## config.mk

```make
export PLATFORM = sky130hd
export DESIGN_NAME = layer_compositor_flat
export DESIGN_NICKNAME = d
export VERILOG_FILES = /design/src/rtl/layer_compositor_if.sv /design/src/rtl/layer_compositor.sv /design/src/flat_wrapper.sv
export SDC_FILE = /design/constraint.sdc
export NUM_CORES = 1
export LEC_CHECK = 0
export CAP_MARGIN = 20
export CORE_MARGIN = 4
export CORE_UTILIZATION = 56
export DETAILED_ROUTE_END_ITERATION = 10
export DONT_BUFFER_PORTS = 1
export PLACE_DENSITY_LB_ADDON = 0.08
export SYNTH_ARGS = -nofsm -noshare
export SYNTH_HDL_FRONTEND = slang
export SYNTH_SLANG_ARGS = --single-unit
```

## constraint.sdc

```tcl
create_clock -name clk -period 1.7 [get_ports clk]
set_input_delay 0.51 -clock clk [delete_from_list [all_inputs] [get_ports clk]]
set_output_delay 0.51 -clock clk [all_outputs]
set_load 0.01 [all_outputs]
```

## src/rtl/layer_compositor_if.sv

```systemverilog
// ---------------------------------------------------------------------------
// layer_compositor_if
// Pixel and control bus of the layer compositor.
//
// Signals (directions as seen from the compositor, i.e. the slave modport):
//   frame_start  in   one-cycle pulse at the start of each frame
//   video_off    in   blanking, forces a black pixel
//   overlay_en   in   full-screen overlay active
//   overlay_rgb  in   overlay colour
//   layer_on     in   per-layer pixel-covered flags
//   layer_rgb    in   per-layer colours, layer i at [i*RGB_W +: RGB_W]
//   bg_rgb       in   background colour
//   mask_in      in   requested layer enables (latched at frame_start)
//   blink_in     in   requested layer blink enables (latched at frame_start)
//   rgb_out      out  composited pixel
//   win_layer    out  index of the winning layer
//   win_valid    out  a game layer won this pixel
//   frame_cnt    out  8-bit wrapping frame counter
//
// The master modport is the pixel source / consumer side.
// ---------------------------------------------------------------------------
interface layer_compositor_if #(
    parameter int NUM_LAYERS = 6,
    parameter int RGB_W      = 12
);
    localparam int IDX_W = $clog2(NUM_LAYERS);

    logic                        frame_start;
    logic                        video_off;
    logic                        overlay_en;
    logic [RGB_W-1:0]            overlay_rgb;
    logic [NUM_LAYERS-1:0]       layer_on;
    logic [NUM_LAYERS*RGB_W-1:0] layer_rgb;
    logic [RGB_W-1:0]            bg_rgb;
    logic [NUM_LAYERS-1:0]       mask_in;
    logic [NUM_LAYERS-1:0]       blink_in;
    logic [RGB_W-1:0]            rgb_out;
    logic [IDX_W-1:0]            win_layer;
    logic                        win_valid;
    logic [7:0]                  frame_cnt;

    modport master (
        output frame_start, video_off, overlay_en, overlay_rgb,
               layer_on, layer_rgb, bg_rgb, mask_in, blink_in,
        input  rgb_out, win_layer, win_valid, frame_cnt
    );

    modport slave (
        input  frame_start, video_off, overlay_en, overlay_rgb,
               layer_on, layer_rgb, bg_rgb, mask_in, blink_in,
        output rgb_out, win_layer, win_valid, frame_cnt
    );
endinterface

```

## src/rtl/layer_compositor.sv

```systemverilog
// ---------------------------------------------------------------------------
// layer_compositor
// Two-stage priority compositor for NUM_LAYERS sprite/game layers with a
// colour key, per-frame layer masking, per-layer blinking, a full-screen
// overlay and blanking. One pixel per clock, fixed two-cycle latency.
//
// Ports:
//   clk    in  system clock
//   reset  in  synchronous active-high reset
//   bus    layer_compositor_if.slave (pixel inputs, frame control, outputs)
//
// Stage 1 registers the per-layer eligibility vector together with all
// colours and the blank/overlay flags. Stage 2 picks the lowest-index
// eligible layer and registers rgb_out / win_layer / win_valid.
// ---------------------------------------------------------------------------
module layer_compositor #(
    parameter int               NUM_LAYERS = 6,
    parameter int               RGB_W      = 12,
    parameter logic [RGB_W-1:0] KEY_COLOR  = 12'hF0F,
    parameter int               BLINK_LOG2 = 3
) (
    input  logic            clk,
    input  logic            reset,
    layer_compositor_if.slave bus
);
    localparam int IDX_W = $clog2(NUM_LAYERS);

    // Per-frame control state
    logic [NUM_LAYERS-1:0] mask_act;
    logic [NUM_LAYERS-1:0] blink_act;
    logic [7:0]            frame_cnt_q;

    // Stage 1 registers
    logic [NUM_LAYERS-1:0]       s1_elig;
    logic [NUM_LAYERS*RGB_W-1:0] s1_layer_rgb;
    logic [RGB_W-1:0]            s1_overlay_rgb;
    logic [RGB_W-1:0]            s1_bg_rgb;
    logic                        s1_video_off;
    logic                        s1_overlay_en;

    // Stage 2 registers
    logic [RGB_W-1:0] rgb_q;
    logic [IDX_W-1:0] win_layer_q;
    logic             win_valid_q;

    logic [NUM_LAYERS-1:0] elig;
    logic                  blink_phase;
    logic                  sel_found;
    logic [IDX_W-1:0]      sel_idx;
    logic [RGB_W-1:0]      sel_rgb;
    logic [RGB_W-1:0]      nxt_rgb;
    logic [IDX_W-1:0]      nxt_idx;
    logic                  nxt_valid;

    // Mask/blink requests are only adopted at frame boundaries so a layer
    // never changes visibility in the middle of a frame.
    always_ff @(posedge clk) begin
        if (reset) begin
            mask_act    <= '1;
            blink_act   <= '0;
            frame_cnt_q <= 8'd0;
        end else if (bus.frame_start) begin
            mask_act    <= bus.mask_in;
            blink_act   <= bus.blink_in;
            frame_cnt_q <= frame_cnt_q + 8'd1;
        end
    end

    // Eligibility uses the current (pre-update) control state, so in the
    // frame_start cycle the old mask/blink/frame count still apply.
    // Counter bit BLINK_LOG2 toggles every 2^BLINK_LOG2 frames, which is
    // the blink half-period.
    always_comb begin
        blink_phase = frame_cnt_q[BLINK_LOG2];
        elig        = '0;
        for (int i = 0; i < NUM_LAYERS; i++) begin
            elig[i] = bus.layer_on[i] && mask_act[i]
                   && !(blink_act[i] && blink_phase)
                   && (bus.layer_rgb[i*RGB_W +: RGB_W] != KEY_COLOR);
        end
    end

    // Stage 1. Reset stores video_off=1 so the pipeline drains black.
    always_ff @(posedge clk) begin
        if (reset) begin
            s1_elig        <= '0;
            s1_layer_rgb   <= '0;
            s1_overlay_rgb <= '0;
            s1_bg_rgb      <= '0;
            s1_video_off   <= 1'b1;
            s1_overlay_en  <= 1'b0;
        end else begin
            s1_elig        <= elig;
            s1_layer_rgb   <= bus.layer_rgb;
            s1_overlay_rgb <= bus.overlay_rgb;
            s1_bg_rgb      <= bus.bg_rgb;
            s1_video_off   <= bus.video_off;
            s1_overlay_en  <= bus.overlay_en;
        end
    end

    // Priority select: scan from the lowest priority upward so the
    // lowest-index eligible layer is the last one written and wins.
    always_comb begin
        sel_found = 1'b0;
        sel_idx   = '0;
        sel_rgb   = '0;
        for (int i = NUM_LAYERS - 1; i >= 0; i--) begin
            if (s1_elig[i]) begin
                sel_found = 1'b1;
                sel_idx   = IDX_W'(i);
                sel_rgb   = s1_layer_rgb[i*RGB_W +: RGB_W];
            end
        end
    end

    // Output mux: blanking beats overlay, overlay beats layers, layers beat
    // the background. Overlay and background bypass the colour key.
    always_comb begin
        nxt_rgb   = s1_bg_rgb;
        nxt_idx   = '0;
        nxt_valid = 1'b0;
        if (s1_video_off) begin
            nxt_rgb = '0;
        end else if (s1_overlay_en) begin
            nxt_rgb = s1_overlay_rgb;
        end else if (sel_found) begin
            nxt_rgb   = sel_rgb;
            nxt_idx   = sel_idx;
            nxt_valid = 1'b1;
        end
    end

    // Stage 2
    always_ff @(posedge clk) begin
        if (reset) begin
            rgb_q       <= '0;
            win_layer_q <= '0;
            win_valid_q <= 1'b0;
        end else begin
            rgb_q       <= nxt_rgb;
            win_layer_q <= nxt_idx;
            win_valid_q <= nxt_valid;
        end
    end

    assign bus.rgb_out   = rgb_q;
    assign bus.win_layer = win_layer_q;
    assign bus.win_valid = win_valid_q;
    assign bus.frame_cnt = frame_cnt_q;

endmodule

```

## src/flat_wrapper.sv

```systemverilog
// flat-port wrapper written by rule: the top's interface ports become plain ports
module layer_compositor_flat 
#(
    parameter int               NUM_LAYERS = 6,
    parameter int               RGB_W      = 12,
    parameter logic [RGB_W-1:0] KEY_COLOR  = 12'hF0F,
    parameter int               BLINK_LOG2 = 3
)
  (clk, reset, bus_frame_start, bus_video_off, bus_overlay_en, bus_overlay_rgb, bus_layer_on, bus_layer_rgb, bus_bg_rgb, bus_mask_in, bus_blink_in, bus_rgb_out, bus_win_layer, bus_win_valid, bus_frame_cnt);
  layer_compositor_if #(.NUM_LAYERS(NUM_LAYERS), .RGB_W(RGB_W)) bus_i ();
  input  logic clk;
  input  logic reset;
  input wire logic [$bits(bus_i.frame_start)-1:0] bus_frame_start;
  input wire logic [$bits(bus_i.video_off)-1:0] bus_video_off;
  input wire logic [$bits(bus_i.overlay_en)-1:0] bus_overlay_en;
  input wire logic [$bits(bus_i.overlay_rgb)-1:0] bus_overlay_rgb;
  input wire logic [$bits(bus_i.layer_on)-1:0] bus_layer_on;
  input wire logic [$bits(bus_i.layer_rgb)-1:0] bus_layer_rgb;
  input wire logic [$bits(bus_i.bg_rgb)-1:0] bus_bg_rgb;
  input wire logic [$bits(bus_i.mask_in)-1:0] bus_mask_in;
  input wire logic [$bits(bus_i.blink_in)-1:0] bus_blink_in;
  output wire logic [$bits(bus_i.rgb_out)-1:0] bus_rgb_out;
  output wire logic [$bits(bus_i.win_layer)-1:0] bus_win_layer;
  output wire logic [$bits(bus_i.win_valid)-1:0] bus_win_valid;
  output wire logic [$bits(bus_i.frame_cnt)-1:0] bus_frame_cnt;
  assign bus_i.frame_start = bus_frame_start;
  assign bus_i.video_off = bus_video_off;
  assign bus_i.overlay_en = bus_overlay_en;
  assign bus_i.overlay_rgb = bus_overlay_rgb;
  assign bus_i.layer_on = bus_layer_on;
  assign bus_i.layer_rgb = bus_layer_rgb;
  assign bus_i.bg_rgb = bus_bg_rgb;
  assign bus_i.mask_in = bus_mask_in;
  assign bus_i.blink_in = bus_blink_in;
  assign bus_rgb_out = bus_i.rgb_out;
  assign bus_win_layer = bus_i.win_layer;
  assign bus_win_valid = bus_i.win_valid;
  assign bus_frame_cnt = bus_i.frame_cnt;
  layer_compositor #(.NUM_LAYERS(NUM_LAYERS), .RGB_W(RGB_W), .KEY_COLOR(KEY_COLOR), .BLINK_LOG2(BLINK_LOG2)) u_core (.clk(clk), .reset(reset), .bus(bus_i));
endmodule
```

After elaboration in Yosys (flattened, before gate mapping)
Cells that the tools add are included.
{ "op_classes": {"add_sub_neg": 1, "eq_ne": 6, "mux": 20, "n_bitwise": 1, "n_reduce_logical": 35} }
{ "ops": {"columns": ["operator", "count"], "rows": [
  ["$mux 12", 8],
  ["$ne 12x12->1 const B", 6],
  ["$logic_and 1x1->1", 24],
  ["$add 8x1->8 const B", 1],
  ["$mux 1", 8],
  ["$reduce_or 8->1", 1],
  ["$logic_not 1->1", 6],
  ["$mux 3", 2],
  ["$reduce_or 6->1", 1],
  ["$reduce_or 5->1", 1],
  ["$mux 2", 2],
  ["$reduce_or 3->1", 1],
  ["$reduce_or 2->1", 1],
  ["$not 1->1", 1]
]} }
{ "totals": {"ff_bits": 140, "input_bits": 119, "word_cells": 77} }

Logic depth before layout (Yosys ltp)
Gate-level depths: netlist of run 1.
{ "logic_depth": {"ltp_word": 8, "depth_mapped": 6, "ltp_nobuf": 4} }

Worst setup path after synthesis of run 1
OpenSTA, ideal clock, no wires.
{ "synth_path": {"path_kind": "input -> register", "start": "input reset", "end": "register u_core.rgb_q[10], in the netlist u_core.bus.rgb_out[10]", "setup_ns": 0.070, "arrival_ns": 1.252, "t_required_ns": 1.630, "setup_slack_ns": 0.378, "stages": 6, "path_cell_list": "or2_1 buf_6 buf_6 a21oi_2 nand2_1 o2bb2ai_1"} }
{ "synth_via": {"elab_chain_cells": 1} }
{ "synth_lines": {"columns": ["element", "line_no", "source"], "rows": [
  ["from (decl)", "flat_wrapper.sv:12", "input logic reset;"],
  ["$reduce_or 2->1 (no source line)", null, null],
  ["to (signal assigned)", "layer_compositor.sv:141", "rgb_q <= nxt_rgb;"],
  ["to (decl)", "layer_compositor.sv:42", "logic [RGB_W-1:0] rgb_q;"]
]} }
No other way between the ends.
A chain may end at the register's enable or synchronous reset.

Worst setup path in the final report of run 1
{ "layout_path": {"start": "register u_core.frame_cnt_q[3], in the netlist u_core.bus.frame_cnt[3]", "end": "output bus_frame_cnt[3]"} }
{ "layout_lines": {"columns": ["element", "line_no", "source"], "rows": [
  ["from (decl)", "layer_compositor.sv:31", "logic [7:0] frame_cnt_q;"],
  ["from (signal assigned)", "layer_compositor.sv:65", "frame_cnt_q <= frame_cnt_q + 8'd1;"],
  ["to (decl)", "flat_wrapper.sv:25", "output wire logic [$bits(bus_i.frame_cnt)-1:0] bus_frame_cnt;"]
]} }
No word-level cell between the ends.

==> results.cfg, run 1 <==
[status]
outcome = finished, final reports clean

[detailed_routing]
initialDrtViolationCount = 150
first_pass_iters = 4
vias = 3437
via_per_inst = 5.64
final_antenna_net_count = 0
wl_per_cell_microns = 19.7
wirelength_microns = 12000
drc_errors = 0

[cts]
cts_hold_buf = 0
h-tree-depth = 4
clkTransAtPathRegs_ns = 0.06
cts_buffer_depth = 2
cts_tree = yes
clockRootBuffer = clkbuf_8
clkLatencyLatePin_ns = 0.51
clock_sinks = 140
cts-buffers-inserted = 17
post-cts-setup-buffers = 0

[worst_hold_path]
hold_path_class = in -> reg
worstHoldStart = reset

[floorplan]
die_height_microns = 104
fp.dieW_microns = 104
ios = 143
rows = 34
start_util = 0.585
die_area_sq_um = 10800
core_sq_um = 8850

[job]
max-cap-violations = 0

[worst_setup_path]
path_max_fanout = 7
r2r_start = u_core.s1_elig[4]
start_kind = flip-flop
arrival_ns = 1.10
critical-path-top-delay-family = flip-flops
cp_slowest_cell = dfxtp_2
crit_type = reg -> out
cpPeakStageDelay_ns = 0.40
crit_start = u_core.bus.frame_cnt[3]
required_ns = 1.19
path_cells = buf_4
path_buf_inv = 1
worstSetupEndpointType = output pin

[synth]
syn_area_sq_um = 5170
syn_inst = 495
async_reset_ff_frac = 0
synthTopCellsByArea = dfxtp_1, nor2b_1, a221o_1, nand4b_1, o2bb2ai_1
synth_ff_type = dfxtp_1
synth_edf_count = 0
syn_area_per_cell_sq_um = 10.5
seq_area_frac_synth = 0.542
synth_top_area_cell = dfxtp_1
yosys_warnings = 0
synth.top_cell.area_share = 0.542
yosysUniqueCellTypes = 41
ys_seq_elements = 140
syn_nets = 615

[sta]
worst_clock_skew_ns = 0.00702
holdWs_ns = 0.0727
finalSetupViolCount = 0
slew_headroom = 0.595
hold_violations = 0
period_needed_ns = 1.61
fmax_mhz = 623
worstMarginPinSlew_ns = 0.600
slew_violations = 0
tns_ns = 0
grt_setup_unrepaired = false
fin_crit_sh = 0.944

[final_layout]
drive_gt1_frac = 0.114
fillers = 750
seq_area_sq_um = 2800
multi_input_area_sq_um = 2090
area_growth_pct = 10.8
nets = 609
instances_no_fill = 609
diodes = 0

[pwr]
power_per_cell_area_nw_per_um2 = 1280
leakagePower_nw = 2.22
max-vdd-ir-drop_uv = 784

[global_route]
groute.usage.overall = 0.225
grt_pass1_vias = 3568
grt-ovfl-total = 0
antenna_found_initial = 0
grt_max_degree = 126
grt_pass1_wl_microns = 18800

[place]
io_buffers = 0
gp_congestion = 0.979
dp_hpwl_microns = 9000
place_inst = 578
[synth_stat cells, types with 4 or more instances]
cell type and instances:
a211oi_1 7, nand2_1 17, nor2_1 16, inv_1 22
a211o_1 6, a21oi_2 10, xor2_1 4, nand4b_1 12
nand4bb_1 6, buf_6 6, o2bb2ai_1 11, a22oi_1 11
clkbuf_1 14, buf_2 11, nor3_1 7, mux2i_1 7
dfxtp_1 140, a21oi_1 16, nor2b_1 106, a21o_1 11
nand3b_1 7, a221o_1 22
[final cells by class]
cell class / instances / share of cell area
clock buffer: 17 / 0.0723
timing repair buffer: 9 / 0.0118
sequential: 140 / 0.489
inverter: 22 / 0.0144
clock inverter: 14 / 0.0236
tap: 108 / 0.0236
multi-input combinational: 299 / 0.365
[path summary, 6_finish.rpt]
kind                             end  slack (ns)  cells after the start
max reg2reg    u_core.bus.rgb_out[6]        0.13                      5
min reg2reg        u_core.s1_elig[1]        0.44                      1
max                 bus_frame_cnt[3]        0.09                      1
min          u_core.s1_layer_rgb[49]        0.07                      1
[sequential cells by signal (all words and copies together), names as in the netlist, 3 cells and up]
signal / count
u_core.s1_layer_rgb: 72
u_core.s1_overlay_rgb: 12
u_core.s1_elig: 6
u_core.bus.rgb_out: 12
u_core.bus.frame_cnt: 8
u_core.mask_act: 6
u_core.s1_bg_rgb: 12
u_core.blink_act: 6
u_core.bus.win_layer: 3
[through the flow]
step                      setup slack, ns  area (sq um)  total power, mW  utilization
after floorplan                     0.378          5170             3.99            -
after global placement              0.178          5180             4.04        0.585
after detailed placement            0.108          5180             4.05        0.585
after CTS                          0.0628          5730             7.42        0.647
after global routing               0.0344          5730             7.62        0.648
final                              0.0948          5730             7.36        0.648
[per-layer routing]
metal	wire length [microns]	up-vias	global-route usage
met4	148	0	0.0608
li1	-	1692	-
met5	0	-	0
met1	4680	1612	0.252
met2	6220	121	0.401
met3	958	12	0.0832
[what timing repair did]
action	4_1_cts	5_1_grt
cloned	0	0
gates resized for setup	1	1
setup endpoints to repair	1	4
[cell families (layout without fill, tap and decap cells)]
group	Yosys count	count (layout)	synth area share
and+or+nand+nor	186	186	0.226
adders and majority gates	1	1	0.00242
buffers and inverters	56	62	0.0542
DFF	140	140	0.542
xor gates and xnor gates	5	5	0.00846
AOI/OAI and AO/OA	100	100	0.154
muxes	7	7	0.0135
[where the power goes]
| group | internal [mW] | leakage, nW | total (mW) | switching [mW] |
|---|---|---|---|---|
| combinational | 0.225 | 0.795 | 0.433 | 0.208 |
| sequential | 3.45 | 1.16 | 3.55 | 0.0942 |
| clock | 1.96 | 0.259 | 3.38 | 1.42 |
[cells in the final DEF (no fill, tap or decap), drive strengths merged, types with 3 or more instances in the layout]
| cell | count |
|---|---|
| a22oi | 11 |
| nor2 | 18 |
| nor2b | 107 |
| nand2 | 17 |
| a211o | 6 |
| a21oi | 26 |
| mux2i | 7 |
| inv | 29 |
| a21o | 11 |
| nand4bb | 6 |
| clkinvlp | 4 |
| nand4 | 3 |
| buf | 9 |
| xor2 | 4 |
| clkbuf | 17 |
| nand3b | 7 |
| nor3 | 7 |
| o2bb2ai | 11 |
| a221o | 22 |
| dfxtp | 140 |
| a211oi | 7 |
| nand4b | 12 |
Power figures use the tool's default switching activity.
==> run 2, diff against run 1 <==
--- a/constraint.sdc
+++ b/constraint.sdc
@@ -3,2 +3,2 @@
 set_output_delay 0.51 -clock clk [all_outputs]
-set_load 0.01 [all_outputs]
+set_load 0.1 [all_outputs]
==> results.cfg, run 2 (same netlist as run 1, synthesis figures left out) <==
[worst_setup_path]
path_buf_inv = 1
crit_type = reg -> out
path_cells = buf_4
cpPeakStageDelay_ns = 0.36
start_kind = flip-flop
cp_slowest_cell = dfxtp_1
crit_start = u_core.bus.win_layer[2]
worstSetupEndpointType = output pin
required_ns = 1.19
arrival_ns = 1.17
path_max_fanout = 1
r2r_start = u_core.s1_elig[4]
critical-path-top-delay-family = flip-flops

[sta]
grt_setup_unrepaired = false
tns_ns = 0
slew_headroom = 0.584
finalSetupViolCount = 0
period_needed_ns = 1.68
fin_crit_sh = 0.987
worst_clock_skew_ns = 0.0161
hold_violations = 0
fmax_mhz = 596
slew_violations = 0
holdWs_ns = 0.0583
worstMarginPinSlew_ns = 0.624

[final_layout]
nets = 633
drive_gt1_frac = 0.162
instances_no_fill = 634
final_cell_mix = dfxtp_1, nor2b_1, buf_4, inv_1, a221o_1
final_common_cell = dfxtp_1
diodes = 0
largest_reg_flops = 72
design_area_sq_um = 5950
fin_util = 0.672
area_growth_pct = 15.0
top_register = u_core.s1_layer_rgb

[global_route]
antenna_found_initial = 0
grt_pass1_vias = 3817
grt_pass1_wl_microns = 19300
grt-ovfl-total = 0
groute.usage.overall = 0.229
grt_max_degree = 126

[floorplan]
ios = 143
rows = 34
die_area_sq_um = 10800
die_height_microns = 104
start_util = 0.585
core_sq_um = 8850
fp.dieW_microns = 104

[place]
place_inst = 602
dpl-instance-area_sq_um = 5380
gp_congestion = 0.943
dp_hpwl_microns = 9120
io_buffers = 0

[cts]
clkTransAtPathRegs_ns = 0.07
cts-buffers-inserted = 17
cts_buffer_depth = 2
cts_tree = yes
clkLatencyLatePin_ns = 0.51
clock_sinks = 140
cts_hold_buf = 0
clockRootBuffer = clkbuf_8
h-tree-depth = 4

[worst_hold_path]
hold_path_class = in -> reg
worstHoldStart = reset

[detailed_routing]
vias = 3543
via_per_inst = 5.59
wl_per_cell_microns = 19.2
drc_errors = 0
first_pass_iters = 4
wirelength_microns = 12200
final_antenna_net_count = 0
initialDrtViolationCount = 182

[pwr]
p_int_mw = 5.53
net-switching-power_mw = 1.84
clkPwrFrac = 0.439
power_per_cell_area_nw_per_um2 = 1240
swShare = 0.250
leakagePower_nw = 2.34
power_frac_seq = 0.480
max-vdd-ir-drop_uv = 944
combPwrFrac = 0.081

[job]
max-cap-violations = 0

[status]
outcome = finished, final reports clean
==> run 2: path summary, 6_finish.rpt <==
kind | to | slack [ns] | depth (start not counted)
max | bus_win_layer[2] | 0.02 | 1
min | u_core.bus.frame_cnt[0] | 0.06 | 1
max reg2reg | u_core.bus.rgb_out[6] | 0.20 | 5
min reg2reg | u_core.s1_elig[2] | 0.43 | 1
==> run 2: metal layers <==
layer	routed length, microns	up-vias	track usage	share of wire
li1	-	1740	-	-
met1	4820	1658	0.256	0.40
met2	5980	127	0.390	0.49
met3	1110	18	0.0912	0.091
met4	280	0	0.0893	0.023
met5	0	-	0	0
==> run 2: metrics by stage <==
stage | setup WS (ns) | total power, mW
3_5_place_dp | 0.135 | 4.20
5_1_grt | 0.000705 | 7.66
2_1_floorplan | 0.0699 | 4.11
6_report | 0.0221 | 7.37
3_3_place_gp | 0.152 | 4.19
4_1_cts | 0.00380 | 7.44
==> run 2: layout make-up <==
class | count | area, sq um
Fill cell | 700 | 2900
Timing Repair Buffer | 33 | 295
Multi-Input combinational cell | 299 | 2090
Clock inverter | 13 | 109
Sequential cell | 140 | 2810
Tap cell | 108 | 135
Inverter | 22 | 82.6
Clock buffer | 19 | 422
==> run 2: what timing repair did <==
action	CTS	global route
setup buffers	0	0
resized for setup	2	9
setup endpoints to repair	1	18
==> run 2: power by group through the flow <==
stage	clock network (mW)	logic, mW	registers, mW
6_report	3.24	0.597	3.54
2_1_floorplan	0	0.413	3.70
3_5_place_dp	0	0.595	3.61
4_1_cts	3.30	0.597	3.54
5_1_grt	3.46	0.646	3.55
3_3_place_gp	0	0.587	3.61
==> run 3, diff against run 2 <==
- ABC_CLOCK_PERIOD_IN_PS: default -> 1600
- CTS_BUF_LIST: default -> sky130_fd_sc_hd__clkbuf_16
- clock period: 1.7 -> 1.6 ns (I/O delays scaled with it)
==> results.cfg, run 3 (same netlist as run 1, synthesis figures left out) <==
[sta]
slew_violations = 0
fmax_mhz = 649
finalSetupViolCount = 0
holdWs_ns = 0.149
fin_crit_sh = 0.963
layout_setup_ws_ns = 0.0589
hold_violations = 0
grt_setup_unrepaired = false
slew_headroom = 0.641
tns_ns = 0
period_needed_ns = 1.54
worst_clock_skew_ns = 0.00903
worstMarginPinSlew_ns = 0.537

[worst_setup_path]
path_max_fanout = 3
r2r_slack_ns = 0.15
crit_type = reg -> out
crit_start = u_core.bus.frame_cnt[0]
cp_slowest_cell = dfxtp_2
path_cells = buf_4
critical-path-top-delay-family = flip-flops
required_ns = 1.12
path_buf_inv = 1
ff2ff_path_depth = 4
worstSetupEndpointType = output pin
cpPeakStageDelay_ns = 0.35
r2r_start = u_core.s1_elig[4]
start_kind = flip-flop
arrival_ns = 1.06
worstReg2RegEnd = u_core.bus.rgb_out[4]

[floorplan]
die_height_microns = 104
fp.dieW_microns = 104
rows = 34
start_util = 0.585
core_sq_um = 8850
die_area_sq_um = 10800
ios = 143

[place]
post-place-ws_ns = -0.0333
gp_congestion = 0.934
dp_hpwl_microns = 8720
io_buffers = 0
dpl-instance-area_sq_um = 5400
place_inst = 601

[detailed_routing]
final_antenna_net_count = 0
vias = 3527
via_per_inst = 5.56
initialDrtViolationCount = 214
first_pass_iters = 4
wirelength_microns = 11900
drc_errors = 0
wl_per_cell_microns = 18.8

[worst_hold_path]
worstHoldStart = reset
whs_path_depth = 1
hold_path_class = in -> reg
min_to = u_core.s1_layer_rgb[48]

[final_layout]
final_cell_mix = dfxtp_1, nor2b_1, buf_4, inv_1, a221o_1
top_register = u_core.s1_layer_rgb
fillers = 704
final_common_cell = dfxtp_1
largest_reg_flops = 72
drive_gt1_frac = 0.162
design_area_sq_um = 5990
instances_no_fill = 634
area_growth_pct = 15.7
nets = 632

[status]
outcome = finished, final reports clean

[pwr]
power_per_cell_area_nw_per_um2 = 1360
leakagePower_nw = 2.37
max-vdd-ir-drop_uv = 706

[global_route]
grt-ovfl-total = 0
grt_max_degree = 126
groute.usage.overall = 0.226
antenna_found_initial = 1
grt_pass1_vias = 3745
grt_pass1_wl_microns = 19100

[cts]
cts-buffers-inserted = 17
clock_sinks = 140
h-tree-depth = 4
post-cts-setup-buffers = 0
cts_tree = yes
clkLatencyLatePin_ns = 0.41
clkTransAtPathRegs_ns = 0.07
cts_buffer_depth = 2
clockRootBuffer = clkbuf_16

[job]
max-cap-violations = 0
run 3: cell count changes in the layout (fill, tap and decap cells not counted), moves of 2 or more:
cell,before,now
buf_6,6,1
clkbuf_1,2,0
clkinvlp_4,6,2
buf_4,25,28
clkinv_4,0,2
inv_6,6,4
inv_8,1,4
run 3: metal layers:
layer	global-route usage	share of wire	vias up
li1	-	-	1751
met1	0.273	0.42	1627
met2	0.371	0.49	127
met3	0.0844	0.072	22
met4	0.0798	0.021	0
met5	0	0	-
run 3: area by class of cell:
class | count | area, sq um | share of cell area
flip-flops and latches | 140 | 2810 | 0.470
multi-input cells | 299 | 2090 | 0.350
clock buffers | 17 | 425 | 0.0711
repair buffers | 32 | 282 | 0.0470
clock inverters | 15 | 153 | 0.0255
well taps | 108 | 135 | 0.0226
inverters | 22 | 82.6 | 0.0138
diodes | 1 | 2.50 | 0.000418
run 3: worst max-delay path by stage:
stage,to,depth (start not counted)
after detailed placement,u_core.bus.rgb_out[3],4
after floorplan,u_core.bus.frame_cnt[7],3
final,bus_frame_cnt[0],1
after global placement,u_core.bus.rgb_out[3],4
after global routing,bus_frame_cnt[0],1
after CTS,bus_frame_cnt[7],1
run 3: report_power, final:
group / switching (mW) / internal [mW] / leakage, nW
logic: 0.362 / 0.266 / 0.929
registers: 0.0923 / 3.67 / 1.16
clock network: 1.57 / 2.20 / 0.281
total: 2.03 / 6.13 / 2.37
run 3: through the flow:
step                       util  total power [mW]
after floorplan               -              4.37
after global placement    0.610              4.45
after detailed placement  0.610              4.46
after CTS                 0.676              8.23
after global routing      0.676              8.45
final                     0.676              8.16
run 3: what timing repair did:
action / CTS / global route
gates resized for setup: 1 / 1
gates cloned: 0 / 0
setup endpoints to repair: 11 / 1
hold buffers: 0 / 0
